## src/rtl/demux_1to9_capture_pkg.sv

```systemverilog
// Shared definitions for the 1-to-9 serial capture block and its mux counterpart.
package demux_1to9_capture_pkg;

  localparam logic [3:0] SLOT_IDLE  = 4'd0;
  localparam logic [3:0] SLOT_FIRST = 4'd1;
  localparam logic [3:0] SLOT_LAST  = 4'd9;

  typedef enum logic {
    IDLE = 1'b0,
    RECV = 1'b1
  } state_t;

  // Slot codes 1..9 address a bit; 0 is idle and 10..15 are invalid.
  function automatic logic slot_is_valid(input logic [3:0] s);
    return (s >= SLOT_FIRST) && (s <= SLOT_LAST);
  endfunction

endpackage

```

## src/rtl/slot_decoder_4to9.sv

```systemverilog
// Combinational 4-bit slot code to 9-bit one-hot; all zeros for idle/invalid codes.
module slot_decoder_4to9
  import demux_1to9_capture_pkg::*;
(
  input  logic [3:0] sel,
  output logic [8:0] onehot
);

  // Decode the slot code into a single set bit at position (sel - 1).
  always_comb begin
    // NOTE: default assigned first so every path drives onehot and no latch is inferred.
    onehot = '0;
    if (slot_is_valid(sel)) begin
      onehot = 9'd1 << (sel - SLOT_FIRST);
    end
  end

endmodule

```

## src/rtl/demux_1to9_capture.sv

```systemverilog
// Serial-to-parallel receiver: rebuilds a 9-bit word from bits steered into
// slots 1..9, plus addressed single-bit writes into the output word.
module demux_1to9_capture
  import demux_1to9_capture_pkg::*;
#(
  parameter int unsigned TIMEOUT_CYCLES = 16,
  parameter int          TO_W           = 5
) (
  input  logic       clk,
  input  logic       rst,
  input  logic       start,
  input  logic       bit_in,
  input  logic       bit_valid,
  input  logic       wr_en,
  input  logic [3:0] wr_sel,
  input  logic       wr_bit,
  output logic [3:0] slot,
  output logic       busy,
  output logic [8:0] data_out,
  output logic       data_valid,
  output logic       timeout_err
);

  localparam bit            TO_EN   = (TIMEOUT_CYCLES != 0);
  localparam logic [TO_W-1:0] TO_LAST = TO_W'(TO_EN ? TIMEOUT_CYCLES - 1 : 0);

  state_t            state, state_nx;
  logic [3:0]        slot_nx;
  logic [8:0]        shadow, shadow_nx;
  logic [TO_W-1:0]   to_cnt, to_cnt_nx;
  logic [8:0]        data_nx;
  logic              data_valid_nx, timeout_err_nx;
  logic              frame_done;
  logic [8:0]        shadow_hot, wr_hot;

  slot_decoder_4to9 u_shadow_dec (
    .sel    (slot),
    .onehot (shadow_hot)
  );

  slot_decoder_4to9 u_wr_dec (
    .sel    (wr_sel),
    .onehot (wr_hot)
  );

  // State register; busy is registered alongside the state it mirrors.
  always_ff @(posedge clk or posedge rst) begin
    if (rst) begin
      state <= IDLE;
      busy  <= 1'b0;
    end else begin
      // NOTE: non-blocking assignments so every register samples pre-edge values.
      state <= state_nx;
      busy  <= (state_nx == RECV);
    end
  end

  // Next-state and next-output logic: start beats bit_valid, completion beats wr_en.
  always_comb begin
    state_nx       = state;
    slot_nx        = slot;
    shadow_nx      = shadow;
    to_cnt_nx      = to_cnt;
    data_nx        = data_out;
    data_valid_nx  = 1'b0;
    timeout_err_nx = 1'b0;
    frame_done     = 1'b0;

    if (start) begin
      state_nx  = RECV;
      slot_nx   = SLOT_FIRST;
      shadow_nx = '0;
      to_cnt_nx = '0;
    end else if (state == RECV) begin
      if (bit_valid) begin
        shadow_nx = (shadow & ~shadow_hot) | (shadow_hot & {9{bit_in}});
        to_cnt_nx = '0;
        if (slot == SLOT_LAST) begin
          // Bit 8 lands via shadow_nx, so the completed word includes this cycle's bit.
          data_nx       = shadow_nx;
          data_valid_nx = 1'b1;
          state_nx      = IDLE;
          slot_nx       = SLOT_IDLE;
          frame_done    = 1'b1;
        end else begin
          slot_nx = slot + 4'd1;
        end
      end else if (TO_EN && (to_cnt == TO_LAST)) begin
        state_nx       = IDLE;
        slot_nx        = SLOT_IDLE;
        to_cnt_nx      = '0;
        timeout_err_nx = 1'b1;
      end else begin
        to_cnt_nx = to_cnt + TO_W'(1);
      end
    end

    if (wr_en && !frame_done) begin
      data_nx = (data_out & ~wr_hot) | (wr_hot & {9{wr_bit}});
    end
  end

  // Datapath registers: slot, shadow word, timeout counter and output word/pulses.
  always_ff @(posedge clk or posedge rst) begin
    if (rst) begin
      slot        <= SLOT_IDLE;
      shadow      <= '0;
      to_cnt      <= '0;
      data_out    <= '0;
      data_valid  <= 1'b0;
      timeout_err <= 1'b0;
    end else begin
      slot        <= slot_nx;
      shadow      <= shadow_nx;
      to_cnt      <= to_cnt_nx;
      data_out    <= data_nx;
      data_valid  <= data_valid_nx;
      timeout_err <= timeout_err_nx;
    end
  end

endmodule

```

## config.mk

```make
export PLATFORM = sky130hd
export DESIGN_NAME = demux_1to9_capture
export DESIGN_NICKNAME = d
export VERILOG_FILES = /design/src/rtl/demux_1to9_capture_pkg.sv /design/src/rtl/slot_decoder_4to9.sv /design/src/rtl/demux_1to9_capture.sv
export SDC_FILE = /design/constraint.sdc
export NUM_CORES = 1
export LEC_CHECK = 0
export BUFFER_PORTS_ARGS = -buffer_cell sky130_fd_sc_hd__clkbuf_2
export CAP_MARGIN = 20
export CORE_MARGIN = 2
export CORE_UTILIZATION = 30
export DETAILED_ROUTE_END_ITERATION = 10
export HOLD_SLACK_MARGIN = 0.05
export PLACE_DENSITY = 0.52
export SLEW_MARGIN = 25
export SYNTH_ARGS = -nofsm -noshare
export SYNTH_HDL_FRONTEND = slang
export SYNTH_SLANG_ARGS = --single-unit
```

## constraint.sdc

```tcl
create_clock -name clk -period 2 [get_ports clk]
set_clock_uncertainty 0.2 [all_clocks]
set_input_delay 0.3 -clock clk [delete_from_list [all_inputs] [get_ports clk]]
set_output_delay 0.3 -clock clk [all_outputs]
set_load 0.05 [all_outputs]
```

### Yosys cells after proc, flatten, opt, wreduce, memory -nomap -nowiden

Cells that the tools add are included.

* register bits: 30
* input bits: 11
* output and inout bits: 16
* logic and storage cells: 73

* add/sub/neg operators: 4
* $lt $le $gt $ge: 4
* eq/ne operators: 3
* shift operators: 2
* mux-type cells: 32
* bitwise operators: 8
* reductions and logical operators: 13

Operators with widths (number)
* 9-bit 2-to-1 mux: 10
* 9-bit bitwise AND: 4
* 4-bit 2-to-1 mux: 5
* 5-bit 2-to-1 mux: 4
* 9-bit NOT: 2
* 9-bit bitwise OR: 2
* 1-bit by 4-bit << shifter with 9-bit output, first input constant: 2
* 1-bit 2-to-1 mux: 13
* 2-bit nonzero test: 5
* 4-bit by 1-bit greater-or-equal comparator with 1-bit output, second input constant: 2
* 4-bit less-or-equal comparator, second input constant: 2
* 4-bit by 1-bit subtractor with 4-bit output, second input constant: 2
* 5-bit by 1-bit adder with 5-bit output, second input constant: 1
* 5-bit by 4-bit == test with 1-bit output, second input constant: 1
* 4-bit by 1-bit adder with 4-bit output, second input constant: 1
* 4-bit == test, second input constant: 1
* 2-bit AND reduction: 2
* 4-bit AND reduction: 1
* 1-bit logical AND: 3
* 3-bit nonzero test: 1
* 2-bit by 1-bit != test with 1-bit output, second input constant: 1
* 1-bit zero test: 1

### Longest topological paths before layout

* depth after elaboration: 11
* depth in mapped cells: 7
* mapped depth without buffers: 6

### By module

A second synthesis with hierarchy kept.

* cells, all modules: 197
* area, all modules: 1834.3 sq um

Modules (own cells, without submodules)
* demux_1to9_capture: times used 1, cells each 157, area each 1596.5 sq um, seq. area each 750.7 sq um
* slot_decoder_4to9: times used 2, cells each 20, area each 118.9 sq um, seq. area each 0.0 sq um

### Worst setup path after synthesis

No wires, ideal clock.

* path type: reg-to-reg
* start: register slot[3]
* end: register with a tool-made name
* setup time: 124 ps
* data arrival time: 1774 ps
* required time: 1676 ps
* slack: -98 ps
* stages on the path, launching flop included: 8
* path buffers: 3
* clock period less this slack: 2098 ps
* path through: dfrtp_1 buf_4 and4bb_1 buf_6 nand3_4 buf_6 and3_1 a211o_1

RTL lines
* start: declaration: RTL line demux_1to9_capture.sv:17 `output logic [3:0] slot,`
* start signal: assignment: RTL line demux_1to9_capture.sv:113 `slot <= slot_nx;`

==> results by group <==
Synth
  – Post-synth net total: 200
  – Mapped Cells: around 190
  – Synth cell types: 35
  – Syn avg cell area: 9.44 µm²
  – Post-Synthesis Cell Area: around 0.0018 mm²
  – #FFs+latches synth: 30
  – Synth warn: 0
  – Sequential element share of the synthesized area: 0.428

Global routing
  – Remaining Overflow, GRT: 0
  – Largest net degree at the start of global routing: 20
  – First-pass GRT wire length: 6840 µm
  – Initial antenna violation count: 0
  – Number of global-route vias before repair: around 1,400
  – GRT Util Overall: 0.141

Clocking
  – Clk sink count: 30
  – CTS root buffer: clkbuf_8
  – Worst skew pair latency: 0.28 ns
  – TritonCTS Buffers: 5
  – CTS Buffer Depth: 2
  – Post CTS Setup Buffer Count: 0
  – Reg clk slew, reported paths: 0.07 ns
  – H-tree Lvls: 2
  – CTS tree: yes

Timing
  – Post-route clock period utilization: 0.921
  – RSZ-0062 raised after global routing: no
  – Sum Neg Setup Slack: 0 ns
  – Final setup viols: 0
  – Setup ws final: 0.158 ns
  – Slew headroom: 0.651
  – Slew @ Worst Pin: ~0.52 ns
  – Fin. Hold Viols: 0
  – Slew Limit Fails: 0
  – Fmax: between 500 and 600 MHz
  – Minimum clock period: 1.84 ns
  – Hold WS: ~0.10 ns

Detailed routing
  – Total number of vias: roughly 1,400
  – WL/cell: 13.8 µm
  – DRT iter0 DRCs: 80
  – Vias per inst: approximately 4.9
  – Final ANT Viol Nets: 0
  – Routed wire length: roughly 4000 µm
  – Drt pass-1 iters: 4
  – # DRC: 0

Hold path
  – Min-Delay Path Class: in2reg
  – Hold Path Cell Cnt: 2

Setup path
  – Max stage delay on crit path: ~0.60 ns
  – Crit Path Class: reg2reg
  – Slowest library cell on the worst path: dfrtp_1
  – Req. time, crit path: roughly 2.0 ns
  – CP endpoint kind: register
  – Reg-to-Reg Start: slot[0]
  – CP max FO: 14
  – Worst setup SP type: register
  – Critical path cell sequence: and4bb_1 > nand3_4 > inv_1 > o22ai_1 > a211o_1
  – Cells on worst reg2reg path: 5
  – R2R Setup Slk: about 0.16 ns
  – CP arrival: around 1.8 ns
  – Critical path origin: slot[0]

Power and ir drop
  – Peak VDD IR: roughly 0.25 mV
  – Combinational share of power: 0.237
  – Cell Pwr Density: 922 mW/mm²
  – Sw Ratio: 0.320
  – Sequential share of power: 0.369
  – Clock power share: 0.394
  – Sw Pwr: ~630 µW
  – Internal power: 1340 µW
  – Leak pwr: approximately 0.00098 µW

Place
  – DP HPWL: between 2000 and 3000 µm
  – Port bufs: 26
  – DP Worst Slack: 0.104 ns
  – GPL Wtd Cong: just under 0.8

Status
  – Status: finished clean

Cells and area
  – Fin nets: about 230
  – # diodes: 0
  – Synth-to-layout area growth: 21.3%
  – Share of layout cells above drive strength 1: 0.222
  – Filler cells: approximately 600

Die
  – Die X: between 80 and 90 µm
  – I/O pins: 27
  – Core Footprint: roughly 0.0056 mm²
  – Chip height: a little over 80 µm
  – Die area: 0.00648 mm²
  – Starting density of the core: 0.315
  – Num rows: 27

Run
  – Max_cap viols: 0
[placed cells by master, fill, tap and decap left out, types with 2 or more instances in the layout]
cell type / count
a21oi_1: 9
and2_1: 2
nand2_1: 15
nor2_1: 19
bufinv_16: 2
nor3_1: 11
a31oi_1: 2
nor4b_1: 3
o21ai_0: 7
dfrtp_1: 29
o31ai_1: 4
o22ai_1: 2
a211oi_1: 8
mux2i_1: 22
inv_1: 4
ha_1: 3
nand3b_1: 2
clkbuf_2: 26
clkbuf_8: 6
nand2b_1: 8
buf_4: 10
nor4_1: 3
nand4b_1: 2
nand3_1: 3
[final cells by class]
class,count,area (µm²),share of cell area
Multi-Input combinational cell,136,895,0.420
Sequential cell,30,752,0.353
Timing Repair Buffer,38,235,0.110
Tap cell,72,90.1,0.0423
Clock buffer,6,82.6,0.0388
Clock inverter,2,60.1,0.0282
Inverter,4,15.0,0.00705
[cell usage after synthesis (all sizes together)]
cell type,count,area [µm²]
o21ai,7,35.0
nor3b,1,7.51
o31a,1,8.76
clkbuf,5,18.8
nor4,3,18.8
o31ai,4,30.0
o41ai,1,8.76
o22ai,2,12.5
nor4bb,1,10.0
and4bb,1,12.5
mux2i,22,220
nor3,11,55.1
nor4b,3,26.3
a211oi,8,60.1
and2,2,12.5
a31oi,2,12.5
nor2,19,71.3
nand2,15,56.3
ha,3,37.5
nand3b,2,15.0
nand4b,2,17.5
buf,11,76.3
a31o,1,8.76
a21oi,9,45.0
a211o,1,8.76
nand3,4,32.5
a21o,1,7.51
and2b,1,7.51
dfrtp,30,751
and3,1,6.26
nand2b,8,50.1
inv,4,15.0
[metrics by stage]
step                      power, µW  instances  cell area (µm²)  utilization
after floorplan                1080        186             1760            -
after global placement         1200        279             1980        0.355
after detailed placement       1200        279             1980        0.355
after CTS                      1980        288             2130        0.382
after global routing           2060        288             2130        0.382
final                          1960        288             2130        0.382
[what timing repair did]
action / in CTS / in global routing
hold endpoints to repair: 11 / 0
hold buffers: 1 / 0
gates resized for setup: 0 / 0
[critical path: cells and delay by family (launching register included)]
kind / cells / cell delay (ns)
buffers and inverters: 1 / 0.13
flip-flops: 1 / 0.60
AO/OA/AOI/OAI: 2 / 0.37
AND/OR/NAND/NOR: 2 / 0.44
[layer usage]
layer	wire length (µm)	track usage
met4	51	0.0559
met3	128	0.0337
met2	1890	0.215
met1	1900	0.191
met5	0	0
[how the worst min path moves through the flow]
stage                            to  slack, ns   from
after global routing      shadow[6]       0.13  start
after detailed placement  to_cnt[3]       0.15    rst
after global placement    to_cnt[2]       0.15    rst
after CTS                 shadow[8]       0.10  start
final                     shadow[8]       0.10  start
after floorplan           async pin       0.19    rst
[power groups by stage]
stage | sequential, µW | clock [µW] | combinational [µW]
after global routing | 734 | 817 | 506
after global placement | 735 | 0 | 466
after detailed placement | 737 | 0 | 467
after CTS | 726 | 787 | 472
final | 724 | 774 | 466
after floorplan | 913 | 0 | 167
[cells by family (layout without fill, tap and decap cells)]
| kind of cell | after synthesis | in the layout | share of synthesized area |
|---|---|---|---|
| flip-flops | 30 | 30 | 0.428 |
| multiplexers | 22 | 22 | 0.125 |
| AND/OR/NAND/NOR | 74 | 74 | 0.227 |
| AO/OA/AOI/OAI | 37 | 37 | 0.135 |
| adder cells (fa/ha/maj) | 3 | 3 | 0.0214 |
| buffers and inverters | 20 | 50 | 0.0627 |
Note: power is estimated with default switching activity, not from simulation.
